## src/rtl/logip_pkg.sv

```systemverilog
// ---------------------------------------------------------------------------
// logip_pkg
//   Shared constants and types for the logic-analyser readout path.
//   GROUP_W     : width of one sample group (one byte on the UART).
//   ser_state_t : sample_serializer FSM states.
// ---------------------------------------------------------------------------
package logip_pkg;

    localparam int GROUP_W = 8;

    typedef enum logic [1:0] {
        SER_IDLE,
        SER_SEND,
        SER_DONE
    } ser_state_t;

endpackage

```

## src/rtl/lowest_set_enc.sv

```systemverilog
// ---------------------------------------------------------------------------
// lowest_set_enc
//   Purely combinational lowest-set-bit encoder.
//   Ports:
//     v      in  W      input mask
//     idx    out IDX_W  index of lowest set bit (0 when v == 0)
//     onehot out W      one-hot of lowest set bit (0 when v == 0)
//     last   out 1      exactly one bit of v is set
//     any    out 1      at least one bit of v is set
// ---------------------------------------------------------------------------
module lowest_set_enc #(
    parameter int W     = 4,
    parameter int IDX_W = (W > 1) ? $clog2(W) : 1
) (
    input  logic [W-1:0]     v,
    output logic [IDX_W-1:0] idx,
    output logic [W-1:0]     onehot,
    output logic             last,
    output logic             any
);

    // Two's-complement trick isolates the lowest set bit.
    assign onehot = v & (~v + W'(1));
    assign any    = |v;
    assign last   = any && ((v & ~onehot) == '0);

    // Scan from the top so the lowest set bit wins.
    always_comb begin
        idx = '0;
        for (int i = W - 1; i >= 0; i--) begin
            if (v[i]) idx = IDX_W'(i);
        end
    end

endmodule

```

## src/rtl/sample_serializer.sv

```systemverilog
// ---------------------------------------------------------------------------
// sample_serializer
//   Takes one packed sample word from sample memory and emits its enabled
//   byte groups, group 0 first, to the UART transmitter. Groups whose
//   cfg bit is set are skipped.
//   Ports:
//     clk_i      in  1         clock, rising edge
//     rst_i      in  1         synchronous active-high reset
//     cfg_stb_i  in  1         latch cfg_i
//     cfg_i      in  INPUT     group-disable flags (1 = skip group)
//     stb_i      in  1         sample word valid (taken when rdy_o)
//     d_i        in  8*INPUT   packed sample word
//     rdy_o      out 1         can accept a word
//     tx_stb_o   out 1         byte valid toward UART tx
//     tx_byte_o  out 8         byte payload (registered)
//     tx_rdy_i   in  1         UART tx accepts the byte
//     done_o     out 1         word fully emitted (or fully disabled)
// ---------------------------------------------------------------------------
module sample_serializer
    import logip_pkg::*;
#(
    parameter int INPUT = 4
) (
    input  logic                     clk_i,
    input  logic                     rst_i,
    input  logic                     cfg_stb_i,
    input  logic [INPUT-1:0]         cfg_i,
    input  logic                     stb_i,
    input  logic [GROUP_W*INPUT-1:0] d_i,
    output logic                     rdy_o,
    output logic                     tx_stb_o,
    output logic [GROUP_W-1:0]       tx_byte_o,
    input  logic                     tx_rdy_i,
    output logic                     done_o
);

    localparam int IDX_W = (INPUT > 1) ? $clog2(INPUT) : 1;

    ser_state_t                 state, state_nxt;
    logic [INPUT-1:0]           cfg_q;
    logic [INPUT-1:0]           pending_q;
    logic [GROUP_W*INPUT-1:0]   word_q;

    logic                       accept, xfer, load_empty;
    logic [INPUT-1:0]           after_clr, enc_in;
    logic [GROUP_W*INPUT-1:0]   word_src;
    logic [GROUP_W-1:0]         byte_sel;

    logic [IDX_W-1:0]           cur_idx, nxt_idx;
    logic [INPUT-1:0]           cur_oh, nxt_oh;
    logic                       cur_last, cur_any, nxt_last, nxt_any;

    assign accept     = stb_i && (state != SER_SEND);
    assign xfer       = (state == SER_SEND) && tx_rdy_i;
    // Word snapshots the enable mask that was in place before this edge.
    assign load_empty = &cfg_q;

    // Group currently presented.
    lowest_set_enc #(.W(INPUT)) u_cur (
        .v      (pending_q),
        .idx    (cur_idx),
        .onehot (cur_oh),
        .last   (cur_last),
        .any    (cur_any)
    );

    assign after_clr = pending_q & ~cur_oh;

    // Group to present next: first group of a new word, or the one after
    // the group being transferred now.
    assign enc_in   = accept ? ~cfg_q : after_clr;
    assign word_src = accept ? d_i : word_q;

    lowest_set_enc #(.W(INPUT)) u_nxt (
        .v      (enc_in),
        .idx    (nxt_idx),
        .onehot (nxt_oh),
        .last   (nxt_last),
        .any    (nxt_any)
    );

    assign byte_sel = word_src[nxt_idx*GROUP_W +: GROUP_W];

    logic unused_enc;
    assign unused_enc = ^{cur_idx, nxt_oh, nxt_last};

    // ---------------- FSM ----------------
    always_ff @(posedge clk_i) begin
        if (rst_i) state <= SER_IDLE;
        else       state <= state_nxt;
    end

    always_comb begin
        state_nxt = state;
        rdy_o     = 1'b0;
        tx_stb_o  = 1'b0;
        done_o    = 1'b0;
        case (state)
            SER_IDLE: begin
                rdy_o = 1'b1;
                if (stb_i) state_nxt = load_empty ? SER_DONE : SER_SEND;
            end
            SER_SEND: begin
                tx_stb_o = 1'b1;
                // !cur_any cannot happen in normal flow; bail out rather than hang.
                if (!cur_any || (tx_rdy_i && cur_last)) state_nxt = SER_DONE;
            end
            SER_DONE: begin
                rdy_o  = 1'b1;
                done_o = 1'b1;
                if (stb_i) state_nxt = load_empty ? SER_DONE : SER_SEND;
                else       state_nxt = SER_IDLE;
            end
            default: state_nxt = SER_IDLE;
        endcase
    end

    // ---------------- datapath ----------------
    always_ff @(posedge clk_i) begin
        if (rst_i) begin
            cfg_q     <= '0;
            pending_q <= '0;
            word_q    <= '0;
            tx_byte_o <= '0;
        end else begin
            if (cfg_stb_i) cfg_q <= cfg_i;
            if (accept) begin
                word_q    <= d_i;
                pending_q <= ~cfg_q;
                if (nxt_any) tx_byte_o <= byte_sel;
            end else if (xfer) begin
                pending_q <= after_clr;
                // Hold the last byte once the word is exhausted.
                if (nxt_any) tx_byte_o <= byte_sel;
            end
        end
    end

endmodule
```

## config.mk

```make
export PLATFORM = sky130hd
export DESIGN_NAME = sample_serializer
export DESIGN_NICKNAME = d
export VERILOG_FILES = /design/src/rtl/logip_pkg.sv /design/src/rtl/lowest_set_enc.sv /design/src/rtl/sample_serializer.sv
export SDC_FILE = /design/constraint.sdc
export NUM_CORES = 1
export LEC_CHECK = 0
export BUFFER_PORTS_ARGS = -buffer_cell sky130_fd_sc_hd__buf_2
export CAP_MARGIN = 20
export CORE_MARGIN = 2
export CORE_UTILIZATION = 48
export CTS_BUF_LIST = sky130_fd_sc_hd__clkbuf_8
export CTS_CLUSTER_SIZE = 14
export DETAILED_ROUTE_END_ITERATION = 8
export PLACE_DENSITY = 0.74
export SYNTH_ARGS = -nofsm -noshare
export SYNTH_HDL_FRONTEND = slang
export SYNTH_SLANG_ARGS = --single-unit
export TNS_END_PERCENT = 20
```

## constraint.sdc

```tcl
create_clock -name clk_i -period 1.8 [get_ports clk_i]
set_clock_uncertainty 0.05 [all_clocks]
set_input_delay 0.27 -clock clk_i [delete_from_list [all_inputs] [get_ports clk_i]]
set_output_delay 0.27 -clock clk_i [all_outputs]
set_load 0.01 [all_outputs]
```

==> metrics.yaml, run 1 <==
run_status:
  status: "finished, final reports clean"
worst_setup_path:
  rrSetupSlack_ps: 50
  worst_setup_path_start_kind: "register"
  cp-end-kind: "register"
  startpoint: "pending_q[3]"
  crit_type: "register to register"
  worstRegToRegCells: 5
  crit_fanout: 8
  cp_data_arrival_time_ps: 1950
  crit_family: "compound AO/OA/AOI/OAI gates"
  crit_end: "tx_byte_o[2]"
  rr_endpoint: "tx_byte_o[2]"
  cp.required_ps: 2000
  critPathMaxStageDelay_ps: 480
  path_cells: "inv_1 > a211o_1 > and3b_1 > a221oi_1 > and3_1"
  critical_path.slowest_cell: "dfxtp_1"
  crit_buf_inv: 1
  r2r_start: "pending_q[3]"
  path_depth: 5
clock_tree:
  clk_path_buf_depth: 2
  h-tree-depth: 2
  cts.sinks: 50
  path_clk_slew_ps: 90
  cts_root_buf: "clkbuf_8"
  clk_latency_ps: 300
  cts_tree: "yes"
  numCtsBuffers: 5
  ctsHoldBuffers: 0
synthesis:
  yosysSeqAreaShare_pct: 40.5
  synth_fp_nets: 350
  ys_async_sr_fraction_pct: 0
  netlist.area_leader.share_pct: 40.5
  yosys_warnings: 0
  post-synth-top-area-cell: "dfxtp_1"
  synth_cell_types: 41
  synthCells: 309
  netlist_area_um2: 2470
  synthTopCellsByArea: "dfxtp_1, nand2_1, mux2i_1"
  synthFlopType: "dfxtp_1"
  synth-edff-count: 0
  avgSynthCellArea_um2: 8.01
  synth_seq_cells: 50
hold_path:
  hp-class: "primary input to register"
route:
  wl_um: 6300
  first_pass_iters: 4
  ant_nets: 0
  wire_per_inst_um: 14.4
  drc_errors: 0
  via_per_inst: 5.23
  num_vias: 2280
  first_iter_violations: 143
floorplan:
  die_h_um: 75.8
  fp.dieW_um: 75.8
  placementRows: 26
  io_pins: 52
  core_area_um2: 5040
  fp.dieArea_um2: 5740
  initial_core_util_pct: 49.1
layout:
  final_cell_mix: "nand2_1, buf_2, dfxtp_1"
  final_util_pct: 59.6
  final_common_cell: "nand2_1"
  n_antenna_cell: 0
  nNetsFinal: 406
  syn2layout_area_growth_pct: 21.4
  instances_no_fill: 436
  nFillCells: 479
  drive_gt1_share_pct: 24.6
power:
  switching_power_mw: 0.702
  p_seq_share_pct: 51.6
  clkPwrFrac_pct: 28.1
  p_int_mw: 1.73
  totalPowerFinal_mw: 2.43
  p_leak_nw: 1.34
  ir_drop_mv: 0.523
  switching_share_pct: 28.9
  combPwrFrac_pct: 20.3
  power.density_nw_per_um2: 808
global_route:
  grt-ovfl-total: 0
  antenna_found_initial: 0
  grt_pass1_wl_um: 9840
  grt_pass1_vias: 2162
  grt_start_max_net_pins: 34
  grt_usage_pct: 22.5
timing:
  period_share_pct: 97.2
  fin_crit_ps: 1750
  drv_slew: 0
  worstMarginPinSlew_ps: 398
  hold_viol_final: 0
  max_freq_mhz: 572
  finalSetupTns_ps: 0
  hold_ws_ps: 146
  max_slew_margin_pct: 73.5
  finalSetupViolCount: 0
  rsz0062_at_grt: "true"
job:
  maxCapViolCount: 0
placement:
  place_congestion: 0.919
  place.detailed.hpwl_um: 4580
  portBuffers: 51
  dp_cells: 427
cells by family (layout without fill, tap and decap cells):
family                     after synthesis  after routing  synth area share (%)
AOI/OAI and AO/OA                       79             79                  21.5
buffers and inverters                   37             94                  6.73
xor gates and xnor gates                 1              1                 0.658
adders and majority gates                1              1                 0.405
and+or+nand+nor                        116            116                  20.1
DFF                                     50             50                  40.5
muxes                                   25             25                  10.1
flip-flops by register name, indices dropped and copies added, names as in the netlist:
signal and cells:
cfg_q 4, pending_q 4, state 2, tx_byte_o 8, word_q 32
layout make-up:
| class | count | area, um2 | share of cell area (%) |
|---|---|---|---|
| Multi-Input combinational cell | 222 | 1320 | 44.0 |
| Sequential cell | 50 | 1010 | 33.6 |
| Timing Repair Buffer | 72 | 438 | 14.6 |
| Tap cell | 70 | 87.6 | 2.92 |
| Clock buffer | 6 | 82.6 | 2.75 |
| Inverter | 14 | 52.6 | 1.75 |
| Clock inverter | 2 | 12.5 | 0.416 |
worst reg2reg max path, cell delays in order (launching register included):
cell,delay (ps)
dfxtp_1,480
inv_1,90
a211o_1,270
and3b_1,300
a221oi_1,330
and3_1,180
cell usage after synthesis, drive strengths merged, types with 2 or more instances:
| cell type | number |
|---|---|
| nand4 | 2 |
| nand2 | 76 |
| nor2 | 17 |
| clkbuf | 13 |
| a22oi | 5 |
| a22o | 3 |
| a31oi | 2 |
| inv | 14 |
| o211ai | 2 |
| a21oi | 42 |
| o21ai | 5 |
| a2111oi | 3 |
| o21a | 2 |
| dfxtp | 50 |
| nor2b | 3 |
| nand3b | 2 |
| a221oi | 5 |
| a211oi | 3 |
| mux2i | 25 |
| and3 | 5 |
| nand3 | 2 |
| buf | 10 |
| and2 | 5 |
routing by layer:
metal	wire length (um)	vias to the layer above	GRT usage, %
li1	-	1170	-
met1	2800	1040	29.5
met2	3120	66	37.5
met3	350	4	5.16
met4	28	0	5.46
met5	0	-	0
repair_timing:
item | CTS | global route
gates cloned | 0 | 0
resized for setup | 2 | 5
hold endpoints to repair | 0 | 0
endpoints found under the setup margin | 8 | 8
setup buffers | 0 | 1
through the flow:
step | area, um2 | setup slack [ps]
after floorplan | 2470 | 81.3
after global placement | 2880 | 33.2
after detailed placement | 2880 | -31.1
after CTS | 2980 | 2.28
after global routing | 3000 | -40.7
final | 3000 | 50.5
power by group through the flow:
stage               clock [mW]  sequential, mW  combinational (mW)
floorplan                    0            1.25               0.315
global placement             0            1.27               0.474
detailed placement           0            1.27               0.482
CTS                      0.706            1.25               0.485
global route             0.753            1.26               0.544
finish                   0.682            1.25               0.494
worst min-delay path by stage:
| stage | from | end | slack (ps) | depth (start not counted) |
|---|---|---|---|---|
| after floorplan | d_i[0] | word_q[0] | 360 | 2 |
| after global placement | word_q[11] | word_q[11] | 390 | 2 |
| after detailed placement | word_q[9] | word_q[9] | 400 | 2 |
| after CTS | cfg_i[3] | cfg_q[3] | 140 | 3 |
| after global routing | d_i[31] | word_q[31] | 140 | 3 |
| final | cfg_i[2] | cfg_q[2] | 150 | 3 |
(Power assumes the default switching activity.)
==> run 2, diff against run 1 <==
--- a/config.mk
+++ b/config.mk
@@ -6,13 +6,13 @@
 export NUM_CORES = 1
 export LEC_CHECK = 0
 export BUFFER_PORTS_ARGS = -buffer_cell sky130_fd_sc_hd__buf_2
-export CAP_MARGIN = 20
+export CAP_MARGIN = 5
 export CORE_MARGIN = 2
 export CORE_UTILIZATION = 48
 export CTS_BUF_LIST = sky130_fd_sc_hd__clkbuf_8
 export CTS_CLUSTER_SIZE = 14
 export DETAILED_ROUTE_END_ITERATION = 8
-export PLACE_DENSITY = 0.74
+export PLACE_DENSITY = 0.81
 export SYNTH_ARGS = -nofsm -noshare
 export SYNTH_HDL_FRONTEND = slang
 export SYNTH_SLANG_ARGS = --single-unit
==> run 2 against run 1 <==
Flip-flop and latch count did not move. Cell area rose by 0.79%. Clock power rose by 11%. First-iteration DRC count rose by 64%. Register-to-register slack got worse by 20 ps. Sequential power barely moved. Via count rose by 3.7%. Sequential share of layout area fell by 0.22 points. Core utilization rose by 0.47 points. Power rose by 3.3%. Global-route usage fell by 0.15 points. Critical path type unchanged. Largest power group unchanged. Highest routed layer unchanged.
==> metrics.yaml, run 2 (same netlist as run 1, synthesis figures left out) <==
clock_tree:
  h-tree-depth: 2  # unchanged
  cts.sinks: 50  # unchanged
  ctsHoldBuffers: 0  # unchanged
  numCtsBuffers: 5  # unchanged
  cts_tree: "yes"
  path_clk_slew_ps: 90  # about the same
  cts_root_buf: "clkbuf_8"
  clk_latency_ps: 300  # about the same
  clk_path_buf_depth: 2  # unchanged
layout:
  final_cell_mix: "nand2_1, buf_2, dfxtp_1"
  n_antenna_cell: 0  # unchanged
  largest_register: "word_q"
  nNetsFinal: 411  # +1.2%
  instances_no_fill: 441  # +1.1%
  nFillCells: 425  # -11%
  final_common_cell: "nand2_1"
  design_area_um2: 3030  # +0.79%
  drive_gt1_share_pct: 25.3  # +0.75 points
  syn2layout_area_growth_pct: 22.4
  final_util_pct: 60.0  # +0.47 points
  largestRegisters: "word_q: 32 flops, tx_byte_o: 8 flops"
  largest_register_ffs: 32  # unchanged
timing:
  max_freq_mhz: 567  # -0.87%
  drv_slew: 0  # unchanged
  hold_viol_final: 0  # unchanged
  max_slew_margin_pct: 71.5  # -2.0 points
  worstMarginPinSlew_ps: 428  # +30.5 ps
  finalSetupViolCount: 0  # unchanged
  rsz0062_at_grt: "true"
  fin_crit_ps: 1760  # +15.3 ps
  setup_ws_ps: 35.3  # -15.3 ps
  period_share_pct: 98.0  # +0.85 points
global_route:
  grt_pass1_vias: 2150  # -0.56%
  antenna_found_initial: 0  # unchanged
  grt-ovfl-total: 0  # unchanged
  grt_usage_pct: 22.3  # -0.15 points
  grt_pass1_wl_um: 9800  # -0.36%
  grt_start_max_net_pins: 34  # unchanged
hold_path:
  hp-class: "primary input to register"
  hp-start: "cfg_i[2]"
  hold_depth: 3  # unchanged
  min_to: "cfg_q[2]"
route:
  drc_errors: 0  # unchanged
  wire_per_inst_um: 14.4  # -0.21%
  via_per_inst: 5.36  # +2.5%
  first_iter_violations: 235  # +64%
  ant_nets: 0  # unchanged
  first_pass_iters: 4  # unchanged
  wl_um: 6360  # +0.94%
  num_vias: 2364  # +3.7%
floorplan:
  fp.dieArea_um2: 5740  # unchanged
  io_pins: 52  # unchanged
  placementRows: 26  # unchanged
  fp.dieW_um: 75.8  # unchanged
  core_area_um2: 5040  # unchanged
  die_h_um: 75.8  # unchanged
  initial_core_util_pct: 49.1  # unchanged
worst_setup_path:
  rr_endpoint: "tx_byte_o[1]"
  r2r_start: "state[1]"
  rrSetupSlack_ps: 40  # -20 ps
  worst_setup_path_start_kind: "register"
  cp.required_ps: 2000  # about the same
  worstRegToRegCells: 5  # unchanged
  cp_data_arrival_time_ps: 1960  # about the same
  crit_fanout: 8  # unchanged
  critical_path.slowest_cell: "a221oi_1"
  path_cells: "nand3b_1 > a211o_1 > and3b_2 > a221oi_1 > and3_1"
  crit_type: "register to register"
  critPathMaxStageDelay_ps: 350  # -130 ps
  cp-end-kind: "register"
power:
  p_seq_share_pct: 49.8  # -1.8 points
  switching_power_mw: 0.681  # -3.0%
  p_int_mw: 1.83  # +5.8%
  clkPwrFrac_pct: 30.3  # +2.2 points
  switching_share_pct: 27.2  # -1.8 points
  ir_drop_mv: 0.517  # -0.98%
  combPwrFrac_pct: 19.9  # -0.4 points
  p_leak_nw: 1.38  # +2.6%
  power.density_nw_per_um2: 828  # +2.5%
  totalPowerFinal_mw: 2.51  # +3.3%
placement:
  pre_cts_slack_ps: -47.0  # -15.9 ps
  dpl_cell_area_um2: 2850  # -0.96%
  place_congestion: 0.844  # -8.1%
  place.detailed.hpwl_um: 4550  # -0.79%
  portBuffers: 51  # unchanged
  dp_cells: 425  # -0.47%
job:
  maxCapViolCount: 0  # unchanged
run_status:
  status: "finished, final reports clean"
-- run 2: final cells by class --
cell class	instances	area [um2]	share of cell area (%)
well taps	70	87.6	2.89
repair buffers	77	463	15.3
clock inverters	3	37.5	1.24
multi-input cells	222	1310	43.2
clock buffers	5	68.8	2.27
flip-flops and latches	50	1010	33.4
inverters	14	52.6	1.74
-- run 2: worst max-delay path: cells and delay by family (launching register included) --
family / cells / cell delay (ps)
and+or+nand+nor: 3 / 720
AOI/OAI and AO/OA: 2 / 630
DFF: 1 / 320
-- run 2: worst max-delay path by stage --
stage,from,to,depth (start not counted)
after global routing,state[1],tx_byte_o[0],5
after floorplan,pending_q[1],tx_byte_o[6],7
after global placement,pending_q[1],tx_byte_o[4],6
after CTS,state[1],tx_byte_o[1],5
final,state[1],tx_byte_o[1],5
after detailed placement,pending_q[2],tx_byte_o[1],5
-- run 2: metrics by stage --
step | hold WS (ps) | setup TNS (ps)
after detailed placement | 396 | -124
final | 152 | 0
after floorplan | 356 | 0
after global routing | 143 | -195
after global placement | 392 | 0
after CTS | 148 | 0
-- run 2: what timing repair did --
item | CTS | global route
setup endpoints to repair | 7 | 8
buffers inserted | 0 | 8
resized for setup | 3 | 4
pin swaps | 0 | 1
-- run 2: power by group through the flow --
stage / clock network, mW / registers [mW] / logic (mW)
5_1_grt: 0.821 / 1.26 / 0.551
3_5_place_dp: 0 / 1.27 / 0.469
6_report: 0.758 / 1.25 / 0.499
3_3_place_gp: 0 / 1.27 / 0.457
2_1_floorplan: 0 / 1.25 / 0.315
4_1_cts: 0.771 / 1.25 / 0.471
-- run 2: per-layer routing --
metal / vias up / track usage (%) / share of wire [%]
met5: - / 0 / 0
met3: 14 / 4.89 / 5.5
met2: 68 / 37.6 / 51
met4: 0 / 6.82 / 1.7
met1: 1097 / 28.5 / 42
li1: 1185 / - / -
==> run 3, diff against run 2 <==
--- a/config.mk
+++ b/config.mk
@@ -8,11 +8,11 @@
 export BUFFER_PORTS_ARGS = -buffer_cell sky130_fd_sc_hd__buf_2
 export CAP_MARGIN = 5
 export CORE_MARGIN = 2
-export CORE_UTILIZATION = 48
+export CORE_UTILIZATION = 45
 export CTS_BUF_LIST = sky130_fd_sc_hd__clkbuf_8
 export CTS_CLUSTER_SIZE = 14
 export DETAILED_ROUTE_END_ITERATION = 8
-export PLACE_DENSITY = 0.81
+export PLACE_DENSITY = 0.77
 export SYNTH_ARGS = -nofsm -noshare
 export SYNTH_HDL_FRONTEND = slang
 export SYNTH_SLANG_ARGS = --single-unit
==> run 3 against run 2 <==
Clock power is 10% lower. Sequential power barely moved. Critical path depth increased by 1. Final cell count is 1.4% lower. Global-route usage down 0.73 points. Routed wire length grew 2.7%. Sequential share of layout area rose by 0.32 points. Worst setup slack improved by 14 ps. Core utilization is 2.3 points lower. Critical path type unchanged. Highest routed layer unchanged.
==> metrics.yaml, run 3 (same netlist as run 1, synthesis figures left out) <==
clock_tree:
  path_clk_slew_ps: 90  # about the same
  h-tree-depth: 2  # unchanged
  clk_latency_ps: 310  # about the same
  ctsHoldBuffers: 0  # unchanged
  cts.sinks: 50  # unchanged
  cts_root_buf: "clkbuf_8"
  numCtsBuffers: 5  # unchanged
  clk_path_buf_depth: 2  # unchanged
  cts_tree: "yes"
layout:
  final_common_cell: "nand2_1"
  final_cell_mix: "nand2_1, buf_2, dfxtp_1"
  largest_register_ffs: 32  # unchanged
  design_area_um2: 3010  # -0.70%
  largest_register: "word_q"
  regArea_um2: 1010  # +0.25%
  nFillCells: 481  # +13%
  largestRegisters: "word_q: 32 flops, tx_byte_o: 8 flops"
  drive_gt1_share_pct: 25.2  # -0.13 points
  instances_no_fill: 435  # -1.4%
  syn2layout_area_growth_pct: 21.5
  n_antenna_cell: 0  # unchanged
  final_util_pct: 57.8  # -2.3 points
  nNetsFinal: 405  # -1.5%
  multi_input_area_um2: 1330  # +1.8%
placement:
  portBuffers: 51  # unchanged
  place.detailed.hpwl_um: 4620  # +1.7%
  place_congestion: 0.826  # -2.2%
  dpl_cell_area_um2: 2860  # +0.18%
  dp_cells: 424  # -0.24%
timing:
  rsz0062_at_grt: "true"
  fin_crit_ps: 1750  # -13.8 ps
  hold_viol_final: 0  # unchanged
  period_share_pct: 97.3  # -0.76 points
  max_slew_margin_pct: 66.9  # -4.5 points
  max_freq_mhz: 571  # +0.79%
  finalSetupTns_ps: 0  # unchanged
  finalSetupViolCount: 0  # unchanged
  worstMarginPinSlew_ps: 496  # +67.9 ps
  drv_slew: 0  # unchanged
global_route:
  grt_pass1_vias: 2291  # +6.6%
  grt-ovfl-total: 0  # unchanged
  grt_usage_pct: 21.6  # -0.73 points
  antenna_found_initial: 0  # unchanged
  grt_pass1_wl_um: 10700  # +8.7%
  grt_start_max_net_pins: 34  # unchanged
worst_setup_path:
  cp.required_ps: 1960  # -40 ps
  crit_fanout: 7  # -1
  critPathMaxStageDelay_ps: 380  # +30 ps
  cp_data_arrival_time_ps: 1910  # -50 ps
  path_cells: "and2_4 > o221ai_4 > buf_12 > mux2i_1 > a22o_1 > a2111oi_4"
  crit_type: "register to register"
  worstRegToRegCells: 6  # +1
  worst_setup_path_start_kind: "register"
  cp-end-kind: "register"
  critical_path.slowest_cell: "dfxtp_4"
power:
  ir_drop_mv: 0.412  # -20%
  p_int_mw: 1.72  # -5.8%
  clkPwrFrac_pct: 28.0  # -2.3 points
  switching_share_pct: 29.2  # +2.0 points
  switching_power_mw: 0.708  # +4.0%
  combPwrFrac_pct: 20.5  # +0.6 points
  totalPowerFinal_mw: 2.43  # -3.1%
  p_seq_share_pct: 51.5  # +1.7 points
  p_leak_nw: 1.35  # -2.0%
  power.density_nw_per_um2: 808  # -2.5%
floorplan:
  initial_core_util_pct: 47.5  # -1.5 points
  fp.dieArea_um2: 6110  # +6.3%
  placementRows: 26  # unchanged
  fp.dieW_um: 78.1  # +3.1%
  die_h_um: 78.1  # +3.1%
  io_pins: 52  # unchanged
  core_area_um2: 5200  # +3.2%
route:
  first_iter_violations: 165  # -30%
  ant_nets: 0  # unchanged
  first_pass_iters: 4  # unchanged
  drc_errors: 0  # unchanged
  wire_per_inst_um: 15.0  # +4.1%
  wl_um: 6530  # +2.7%
  via_per_inst: 5.32  # -0.68%
  num_vias: 2316  # -2.0%
job:
  maxCapViolCount: 0  # unchanged
run_status:
  status: "finished, final reports clean"
hold_path:
  hold_depth: 3  # unchanged
  hp-class: "primary input to register"
[run 3: power by group through the flow]
| stage | logic, mW | registers, mW | clock network (mW) |
|---|---|---|---|
| after floorplan | 0.315 | 1.25 | 0 |
| after global placement | 0.467 | 1.27 | 0 |
| after detailed placement | 0.478 | 1.27 | 0 |
| after CTS | 0.481 | 1.25 | 0.694 |
| after global routing | 0.548 | 1.26 | 0.757 |
| final | 0.498 | 1.25 | 0.681 |
[run 3: metrics by stage]
stage / worst slack, ps / hold WS (ps)
detailed placement: -10.3 / 396
CTS: 4.63 / 148
global route: -26.6 / 150
finish: 49.0 / 150
global placement: 73.9 / 391
floorplan: 81.3 / 356
[run 3: layer usage]
layer	share of wire [%]	GRT usage [%]
met3	3.3	4.25
met1	45	28.1
met5	0	0
met4	1.5	7.19
met2	50	35.9
[run 3: path summary, 6_finish.rpt]
path	endpoint	from	slack, ps
worst max-delay path	tx_byte_o[7]	pending_q[1]	50
worst min-delay path	cfg_q[0]	cfg_i[0]	150
worst max register to register	tx_byte_o[7]	pending_q[1]	50
worst min register to register	word_q[8]	word_q[8]	410
[run 3: final cells by class]
type / instances / area share [%]
tap: 70 / 2.91
sequential: 50 / 33.7
timing repair buffer: 71 / 14.3
multi-input combinational: 222 / 44.3
clock buffer: 6 / 2.75
clock inverter: 2 / 0.291
inverter: 14 / 1.75
[run 3: worst max-delay path: cells and delay by family, from the launching register on]
family / cells / cell delay, ps
compound gates: 3 / 790
buf+inv: 1 / 160
flops: 1 / 380
mux: 1 / 80
simple gates: 1 / 180
[run 3: repair_timing]
action	CTS	global route
gates resized for setup	4	8
endpoints found under the setup margin	6	7
setup buffers	0	3
pin swaps	1	3
